===== src/rtl/tdm_demux_4ch.sv =====
// ============================================================================
// Module  : tdm_demux_4ch
// Brief   : Rebuilds four parallel channels from a 4-slot TDM stream with
//           SOF-based frame alignment and automatic resynchronisation.
// Rev     : 1.0  initial release
// ============================================================================
`default_nettype none

module tdm_demux_4ch #(
    parameter int WIDTH = 1
) (
    input  logic             clk,
    input  logic             rst_n,
    input  logic [WIDTH-1:0] in_data,
    input  logic             in_valid,
    input  logic             in_sof,
    output logic [WIDTH-1:0] out0,
    output logic [WIDTH-1:0] out1,
    output logic [WIDTH-1:0] out2,
    output logic [WIDTH-1:0] out3,
    output logic             out_valid,
    output logic [1:0]       slot,
    output logic             locked,
    output logic             sync_err
);

    typedef enum logic [0:0] {
        HUNT   = 1'b0,
        LOCKED = 1'b1
    } state_t;

    state_t           state_q, state_d;
    logic [1:0]       slot_q, slot_d;
    logic [WIDTH-1:0] stage0_q, stage0_d;
    logic [WIDTH-1:0] stage1_q, stage1_d;
    logic [WIDTH-1:0] stage2_q, stage2_d;
    logic [WIDTH-1:0] out0_q, out0_d;
    logic [WIDTH-1:0] out1_q, out1_d;
    logic [WIDTH-1:0] out2_q, out2_d;
    logic [WIDTH-1:0] out3_q, out3_d;
    logic             out_valid_q, out_valid_d;
    logic             sync_err_q, sync_err_d;

    always_ff @(posedge clk or negedge rst_n) begin
        if (!rst_n) begin
            state_q     <= HUNT;
            slot_q      <= 2'd0;
            stage0_q    <= '0;
            stage1_q    <= '0;
            stage2_q    <= '0;
            out0_q      <= '0;
            out1_q      <= '0;
            out2_q      <= '0;
            out3_q      <= '0;
            out_valid_q <= 1'b0;
            sync_err_q  <= 1'b0;
        end else begin
            state_q     <= state_d;
            slot_q      <= slot_d;
            stage0_q    <= stage0_d;
            stage1_q    <= stage1_d;
            stage2_q    <= stage2_d;
            out0_q      <= out0_d;
            out1_q      <= out1_d;
            out2_q      <= out2_d;
            out3_q      <= out3_d;
            out_valid_q <= out_valid_d;
            sync_err_q  <= sync_err_d;
        end
    end

    always_comb begin
        state_d     = state_q;
        slot_d      = slot_q;
        stage0_d    = stage0_q;
        stage1_d    = stage1_q;
        stage2_d    = stage2_q;
        out0_d      = out0_q;
        out1_d      = out1_q;
        out2_d      = out2_q;
        out3_d      = out3_q;
        out_valid_d = 1'b0;
        sync_err_d  = 1'b0;

        if (in_valid) begin
            case (state_q)
                HUNT: begin
                    if (in_sof) begin
                        stage0_d = in_data;
                        slot_d   = 2'd1;
                        state_d  = LOCKED;
                    end
                end
                LOCKED: begin
                    if (slot_q == 2'd0) begin
                        if (in_sof) begin
                            stage0_d = in_data;
                            slot_d   = 2'd1;
                        end else begin
                            sync_err_d = 1'b1;
                            slot_d     = 2'd0;
                            state_d    = HUNT;
                        end
                    end else if (in_sof) begin
                        // Early SOF: the new beat starts a fresh frame; stale
                        // stage1/stage2 contents are overwritten before use.
                        sync_err_d = 1'b1;
                        stage0_d   = in_data;
                        slot_d     = 2'd1;
                    end else if (slot_q == 2'd3) begin
                        out0_d      = stage0_q;
                        out1_d      = stage1_q;
                        out2_d      = stage2_q;
                        out3_d      = in_data;
                        out_valid_d = 1'b1;
                        slot_d      = 2'd0;
                    end else begin
                        if (slot_q == 2'd1) begin
                            stage1_d = in_data;
                        end else begin
                            stage2_d = in_data;
                        end
                        slot_d = slot_q + 2'd1;
                    end
                end
                default: begin
                    state_d = HUNT;
                    slot_d  = 2'd0;
                end
            endcase
        end
    end

    assign out0      = out0_q;
    assign out1      = out1_q;
    assign out2      = out2_q;
    assign out3      = out3_q;
    assign out_valid = out_valid_q;
    assign slot      = slot_q;
    assign locked    = (state_q == LOCKED);
    assign sync_err  = sync_err_q;

endmodule

`default_nettype wire


===== config.mk =====
export PLATFORM = sky130hd
export DESIGN_NAME = tdm_demux_4ch
export DESIGN_NICKNAME = d
export VERILOG_FILES = /design/src/rtl/tdm_demux_4ch.sv
export SDC_FILE = /design/constraint.sdc
export NUM_CORES = 1
export LEC_CHECK = 0
export ABC_AREA = 1
export ABC_CLOCK_PERIOD_IN_PS = 2300
export CAP_MARGIN = 20
export CORE_AREA = 4 4 41 43
export CTS_BUF_LIST = sky130_fd_sc_hd__clkbuf_4
export CTS_CLUSTER_SIZE = 24
export DETAILED_ROUTE_END_ITERATION = 7
export DIE_AREA = 0 0 45 47
export PLACE_DENSITY = 0.75
export SLEW_MARGIN = 20
export SYNTH_ARGS = -nofsm -noshare
export SYNTH_HDL_FRONTEND = slang
export SYNTH_SLANG_ARGS = --single-unit
export TNS_END_PERCENT = 10

===== constraint.sdc =====
create_clock -name clk -period 2.3 [get_ports clk]
set_clock_uncertainty 0.1 [all_clocks]
set_input_delay 0.23 -clock clk [delete_from_list [all_inputs] [get_ports clk]]
set_output_delay 0.23 -clock clk [all_outputs]
set_load 0.05 [all_outputs]

Yosys cells after proc, flatten, opt, wreduce, memory -nomap -nowiden
Index checks and enable logic that the tools add are counted.
{"block": "word_totals", "regBits": 12, "inputBits": 5, "out_inout_bits": 9, "wordCells": 45}
{"block": "op_classes", "addsub": 1, "n_eq_ne": 3, "mux": 19, "n_bitwise": 5, "reduce_logical": 6}
{"op": "1-bit 2-to-1 mux", "n": 13}
{"op": "6-bit AND reduction", "n": 2}
{"op": "2-bit 2-to-1 mux", "n": 4}
{"op": "1-bit NOT", "n": 5}
{"op": "5-bit AND reduction", "n": 1}
{"op": "2-bit case mux with 2 select lines", "n": 1}
{"op": "2-bit AND reduction", "n": 2}
{"op": "2-bit by 1-bit adder with 2-bit output, second input constant", "n": 1}
{"op": "2-bit by 1-bit == test with 1-bit output, second input constant", "n": 1}
{"op": "2-bit == test, second input constant", "n": 1}
{"op": "2-bit zero test", "n": 1}
{"op": "2-bit != test, second input constant", "n": 1}
{"op": "1-bit case mux with 2 select lines", "n": 1}

Depth between registers and ports, before layout
Gate-level depths: netlist (run 1).
{"block": "depth", "depth_word": 6, "mapped_depth": 7, "depth_no_buf": 7}

Worst setup path before layout (run 1)
Ideal clock, no wire load.
{"block": "synth_path", "path_kind": "reg-to-reg", "from": "register slot_q[0], in the netlist slot[0]", "to": "register slot_q[0], in the netlist slot[0]", "setup_ps": 121, "arrival_ps": 1478, "t_required_ps": 2079, "path_slack_ps": 602, "stages_incl_launch_ff": 8, "n_path_buf": 0, "period_less_slack_ps": 1698, "cell_sequence": "dfrtp_1 inv_1 ha_1 ha_1 nor2_1 o21ai_0 nand2_1 nand2_1"}
{"block": "synth_via", "elab_chain_cells": 5, "word_cells_on_any_way": 7, "classes_between": "add/sub (1); eq/ne (1); mux (4); reduce/logical (1)"}
{"item": "start, declared", "line_no": "33", "rtl": "logic [1:0] slot_q, slot_d;"}
{"item": "start signal, assigned", "line_no": "59", "rtl": "slot_q <= slot_d;"}
{"item": "2-bit by 1-bit adder with 2-bit output or 2-bit == test (tied branches)", "line_no": "123, 110"}
{"item": "2-bit 2-to-1 mux", "line_no": "110", "rtl": "end else if (slot_q == 2'd3) begin"}
{"item": "2-bit 2-to-1 mux", "line_no": "104", "rtl": "end else if (in_sof) begin"}
{"item": "2-bit 2-to-1 mux *", "line_no": "95", "rtl": "if (slot_q == 2'd0) begin"}
{"item": "2-bit case mux with 2 select lines *", "line_no": "86", "rtl": "case (state_q)"}
Mark *: on every way between the ends. The rest lies on a longest branch, timed or not.
A chain may end at the register's enable or synchronous reset.

Worst setup path after layout (run 1)
{"block": "layout_path", "from": "register slot_q[0], in the netlist slot[0]", "to": "output slot[0]"}
{"item": "end, declared", "line_no": "22", "rtl": "output logic [1:0] slot,"}
No word-level cell between the ends.

==> results of run 1 <==
## sequential cells by signal, summed over array words and instances (netlist names)
register	count
locked	1
out1	1
sync_err	1
stage0_q	1
out2	1
stage1_q	1
out_valid	1
out3	1
out0	1
slot	2
stage2_q	1
## layout by cell type (no fill, tap or decap)
master,count
ha_1,7
o21ai_0,4
clkdlybuf4s50_1,13
nand2_2,1
clkbuf_4,3
nor2_1,5
nand4_1,5
inv_1,7
nand3_4,1
nand2_1,22
nand3_1,3
dfrtp_1,12
clkinv_1,1
nor2_4,1
and3_2,1
inv_2,1
## layer usage
metal	global-route usage, %	share of wire, %	wire, µm	vias to the layer above
met3	2.30	7.4	82	2
met4	7.02	1.4	16	0
met2	16.9	41	454	17
met1	19.2	50	556	225
met5	0	0	0	-
li1	-	-	-	259
## area by class of cell
cell class	count	area, µm²	share of cell area (%)
sequential	12	300	37.4
multi-input combinational	50	298	37.1
timing repair buffer	13	130	16.2
inverter	8	30.0	3.74
clock buffer	3	22.5	2.80
tap	15	18.8	2.34
clock inverter	1	3.75	0.467
## where the power goes
| group | internal (µW) | switching [µW] |
|---|---|---|
| registers | 283 | 57.2 |
| clock network | 62.8 | 70.7 |
| logic | 191 | 394 |
## cells by family (layout without fill, tap and decap cells)
group	after synthesis	count (layout)	share of synthesized area, %
adders and majority gates	7	7	13.9
AOI/OAI and AO/OA	4	4	3.19
DFF	12	12	47.8
buffers and inverters	8	25	4.78
and+or+nand+nor	39	39	30.3
## metrics by stage
step | hold slack, ns | worst slack, ns | util (%) | area, µm²
3_3_place_gp | 0.354 | 0.717 | 59.7 | 777
3_5_place_dp | 0.361 | 0.694 | 59.7 | 777
4_1_cts | 0.214 | 0.390 | 61.7 | 803
5_1_grt | 0.242 | 0.340 | 61.7 | 803
2_1_floorplan | -0.166 | 0.602 | - | 628
6_report | 0.204 | 0.401 | 61.7 | 803
## path summary, 6_finish.rpt
kind	start	endpoint	slack [ns]	cells after the start
worst max register to register	slot[0]$_DFFE_PN0P_	slot[0]$_DFFE_PN0P_	0.80	7
worst min-delay path	rst_n	out3$_DFFE_PN0P_	0.20	1
max in group asynchronous	rst_n	slot[0]$_DFFE_PN0P_	1.54	1
worst min register to register	out0$_DFFE_PN0P_	out0$_DFFE_PN0P_	0.37	2
worst max-delay path	slot[0]$_DFFE_PN0P_	slot[0]	0.40	1
min in group clk	out0$_DFFE_PN0P_	out0$_DFFE_PN0P_	0.37	2
==> metrics.txt, run 1 <==
Power Total=1060 µW; status=finished clean; Synthesized Nets=82; Routed WL=1110 µm; filler instances=128; IR drop worst, VDD=0.883 mV; Seq/Total Area, Yosys=47.8%; WS Path Type=flop to output pin; Max H-tree Level=1; Finished Layout Cells=102; CTS root buf=clkbuf_4; list of most frequent post-synthesis cells=nand2_1, dfrtp_1, ha_1, inv_1; Clk Latency, worst-skew pair=0.27 ns; Die X=about 45 µm; CP required=1.97 ns; DR vias=between 500 and 600; Area Growth Syn to Fin=27.9%; setup TNS=0 ns; synthesized cell area=628 µm²; DIE AREA=2120 µm²; worst path buffer plus inverter count=1; Worst-Margin Slew=0.535 ns; vias per inst=just under 5; crit-path max FO=7; crit path launch type=flop; die height=about 47 µm; effective utilization at floorplan=48.3%; critical path's largest stage delay=0.84 ns; # port buffers=13; ys async rst share=100%; Final Setup Violations=0; worst-case clock buffer depth=2; cts repair resizes=0; max-slew violations=0; Max-Cap Viols=0; post-route clock period utilization=82.6%; Final ANT Viol Nets=0; Num Clock Sinks=12; total global-route track usage=12.8%; number of flops mapped to enable cells by yosys=0; Max Freq=527 MHz; CTS Hold Bufs=0; buffer count from post-CTS setup fixing=0; yosys warns=0; flops & latches, synth=12; Total Nets Final=100; HP Class=input pin to asynchronous set/reset pin; CP endpoint kind=output pin; GRT Residual Overflow=0; LEAKAGE=0.000416 µW; Rel. slew slack=between 60 and 70%; largest net degree at the start of global routing=13; antenna violations before repair=0; cts bufs inserted=3; Detailed Place HPWL=835 µm; DRC viols=0; Distinct cells, synth=13; RD Place Congestion=0.779; cell count after placement=98; drt first pass iters=4; most instantiated library cell after synthesis=nand2_1; DR iter-0 viols=11; Antenna diodes=0; WL per Instance=10.9 µm; total core area=1300 µm²; Primary FF master, synth=dfrtp_1; Power Density=1320 nW/µm²; num rows=13; unrepaired setup endpoints after global routing=false; CP Cell Sequence=clkdlybuf4s50_1; Top Ports=14; CP top delay family=buffers and inverters; cell count after synthesis=70; top cells by area, synth=dfrtp_1, ha_1, nand2_1; Crit-path slowest cell=clkdlybuf4s50_1; vias in the first global route=422; layout cell share with drive strength beyond 1=9.20%; Worst Path Arrival=roughly 1.6 ns; post-layout min period=1.90 ns; Yosys top cell by area=dfrtp_1; Synth top area share=47.8%; final hold violation count=0; clock-pin slew on the worst setup and hold paths=roughly 0.08 ns; Post-Synthesis Mean Instance Area=approximately 9 µm²; CTS tree=built; first-pass GRT wire length=1940 µm
Power figures use the tool's default switching activity.
==> run 2, diff against run 1 <==
- ABC_CLOCK_PERIOD_IN_PS: 2300 -> 1550
- CORE_AREA: 4 4 41 43 -> default
- CORE_MARGIN: default -> 4
- CORE_UTILIZATION: default -> 45
- DIE_AREA: 0 0 45 47 -> default
- clock period: 2.3 -> 1.55 ns (I/O delays scaled with it)
==> run 2 against run 1 <==
Critical path depth increased by 6. Die area decreased by 2.7%. Non-clock buffer count increased by 3. Cell area increased by 5.0%. Sequential cell count unchanged. Wire length increased by 7.1%. Global-route usage increased by 1.3 points. Clock-buffer cell count unchanged. Final cell count increased by 2.9%. Combinational power increased by 69%. Setup slack got worse by 0.27 ns. The flow now finishes with violations (negative hold slack). Register-to-register slack got worse by 0.67 ns.
==> metrics.txt, run 2 (same netlist as run 1, synthesis figures left out) <==
post-layout min period=1.42 ns; register area=303 µm²; vias in the first global route=503; reg2reg end=slot[0]$_DFFE_PN0P_; # port buffers=13; Die X=between 40 and 50 µm; final hold violation count=4; CP Cell Sequence=inv_1, ha_1, ha_1, nor2_1, o21ai_0, nand2_1, nand2_1; HP Class=input pin to asynchronous set/reset pin; max-slew violations=0; Largest register FFs=2; setup TNS=0 ns; Num Clock Sinks=12; clock network power share=11.7%; CP required=between 1.5 and 2 ns; effective utilization at floorplan=48.3%; DIE AREA=2060 µm²; Final ANT Viol Nets=0; Switch Pwr=809 µW; unrepaired setup endpoints after global routing=false; Antenna diodes=0; Area Growth Syn to Fin=34.3%; Rel. slew slack=83.6%; violated checks=negative hold slack; Worst-Margin Slew=about 0.25 ns; drt first pass iters=4; antenna violations before repair=0; Routed WL=1190 µm; die height=45.4 µm; most frequent cells in the layout=nand2_1, dfrtp_1, buf_4, inv_1, ha_1; Max H-tree Level=1; portion of total power attributed to combinational logic=between 50 and 60%; Detailed Place HPWL=889 µm; R2R depth=7; DR vias=around 520; total core area=roughly 1300 µm²; CP endpoint kind=flop; CTS root buf=clkbuf_4; CP Depth=7; Max-Cap Viols=0; first-pass GRT wire length=2070 µm; Total Nets Final=103; switch share=47.4%; buffer count from post-CTS setup fixing=0; area taken by multi-input logic gates=around 300 µm²; post-route clock period utilization=91.8%; CP top delay family=flip-flops; largest net degree at the start of global routing=11; total global-route track usage=14.1%; GRT Residual Overflow=0; Top Ports=14; RD Place Congestion=0.762; Crit-path slowest cell=dfrtp_2; Worst Path Arrival=1.49 ns; layout cell share with drive strength beyond 1=24.4%; minimum hold slack=-0.00223 ns; IR drop worst, VDD=1.21 mV; Power Density=slightly above 2000 nW/µm²; WS Path Type=flop to flop; vias per inst=4.90; WL per Instance=11.3 µm; cts bufs inserted=3; clock-pin slew on the worst setup and hold paths=0.08 ns; most common cell after layout, fill and taps aside=nand2_1; DRC viols=0; crit path launch type=flop; cts repair resizes=0; LEAKAGE=0.000455 µW; worst path buffer plus inverter count=1; CTS tree=built; critical path's largest stage delay=0.42 ns; Max Freq=roughly 700 MHz; reg2reg setup slack=0.13 ns; FF-to-FF Start=slot[1]$_DFFE_PN0P_; Clk Latency, worst-skew pair=0.27 ns; crit-path max FO=5; DR iter-0 viols=5; Final Setup Violations=0; Reg power frac=30.5%; num rows=13; worst-case clock buffer depth=2; filler instances=125; CTS Hold Bufs=0; Int Power=around 900 µW; status=finished with violations
## run 2: area by class of cell
cell class | instances | share of cell area, %
Multi-Input combinational cell | 50 | 35.3
Sequential cell | 12 | 35.9
Clock buffer | 3 | 2.67
Inverter | 8 | 3.56
Timing Repair Buffer | 16 | 19.9
Clock inverter | 1 | 0.445
Tap cell | 15 | 2.23
## run 2: per-stage QoR
| stage | power, µW | setup WS [ns] | utilization (%) | instance area (µm²) | cells |
|---|---|---|---|---|---|
| 6_report | 1710 | 0.127 | 64.8 | 843 | 105 |
| 5_1_grt | 1840 | 0.00554 | 64.8 | 843 | 105 |
| 4_1_cts | 1680 | 0.0985 | 63.7 | 828 | 103 |
| 3_5_place_dp | 1480 | 0.116 | 61.6 | 802 | 99 |
| 3_3_place_gp | 1460 | 0.155 | 61.6 | 802 | 99 |
| 2_1_floorplan | 1120 | 0.0387 | - | 631 | 70 |
## run 2: layer usage
metal	global-route usage (%)	wire length, µm	vias up
met3	3.59	74	2
met2	23.2	568	14
met4	5.26	17	0
met5	0	0	-
met1	17.5	527	232
li1	-	-	267
## run 2: worst max-delay path by stage
stage	slack [ns]	startpoint	end
4_1_cts	0.1	slot[0]$_DFFE_PN0P_	out0$_DFFE_PN0P_
2_1_floorplan	0.04	slot[1]$_DFFE_PN0P_	slot[0]$_DFFE_PN0P_
3_5_place_dp	0.12	slot[0]$_DFFE_PN0P_	out0$_DFFE_PN0P_
6_report	0.13	slot[1]$_DFFE_PN0P_	slot[0]$_DFFE_PN0P_
3_3_place_gp	0.15	slot[0]$_DFFE_PN0P_	out0$_DFFE_PN0P_
5_1_grt	0.006	slot[1]$_DFFE_PN0P_	slot[0]$_DFFE_PN0P_
## run 2: power by group through the flow
stage	Clock, µW	Combinational (µW)	Sequential, µW
6_report	199	986	521
4_1_cts	204	941	535
3_5_place_dp	0	939	539
3_3_place_gp	0	923	534
2_1_floorplan	0	329	791
5_1_grt	219	1080	541
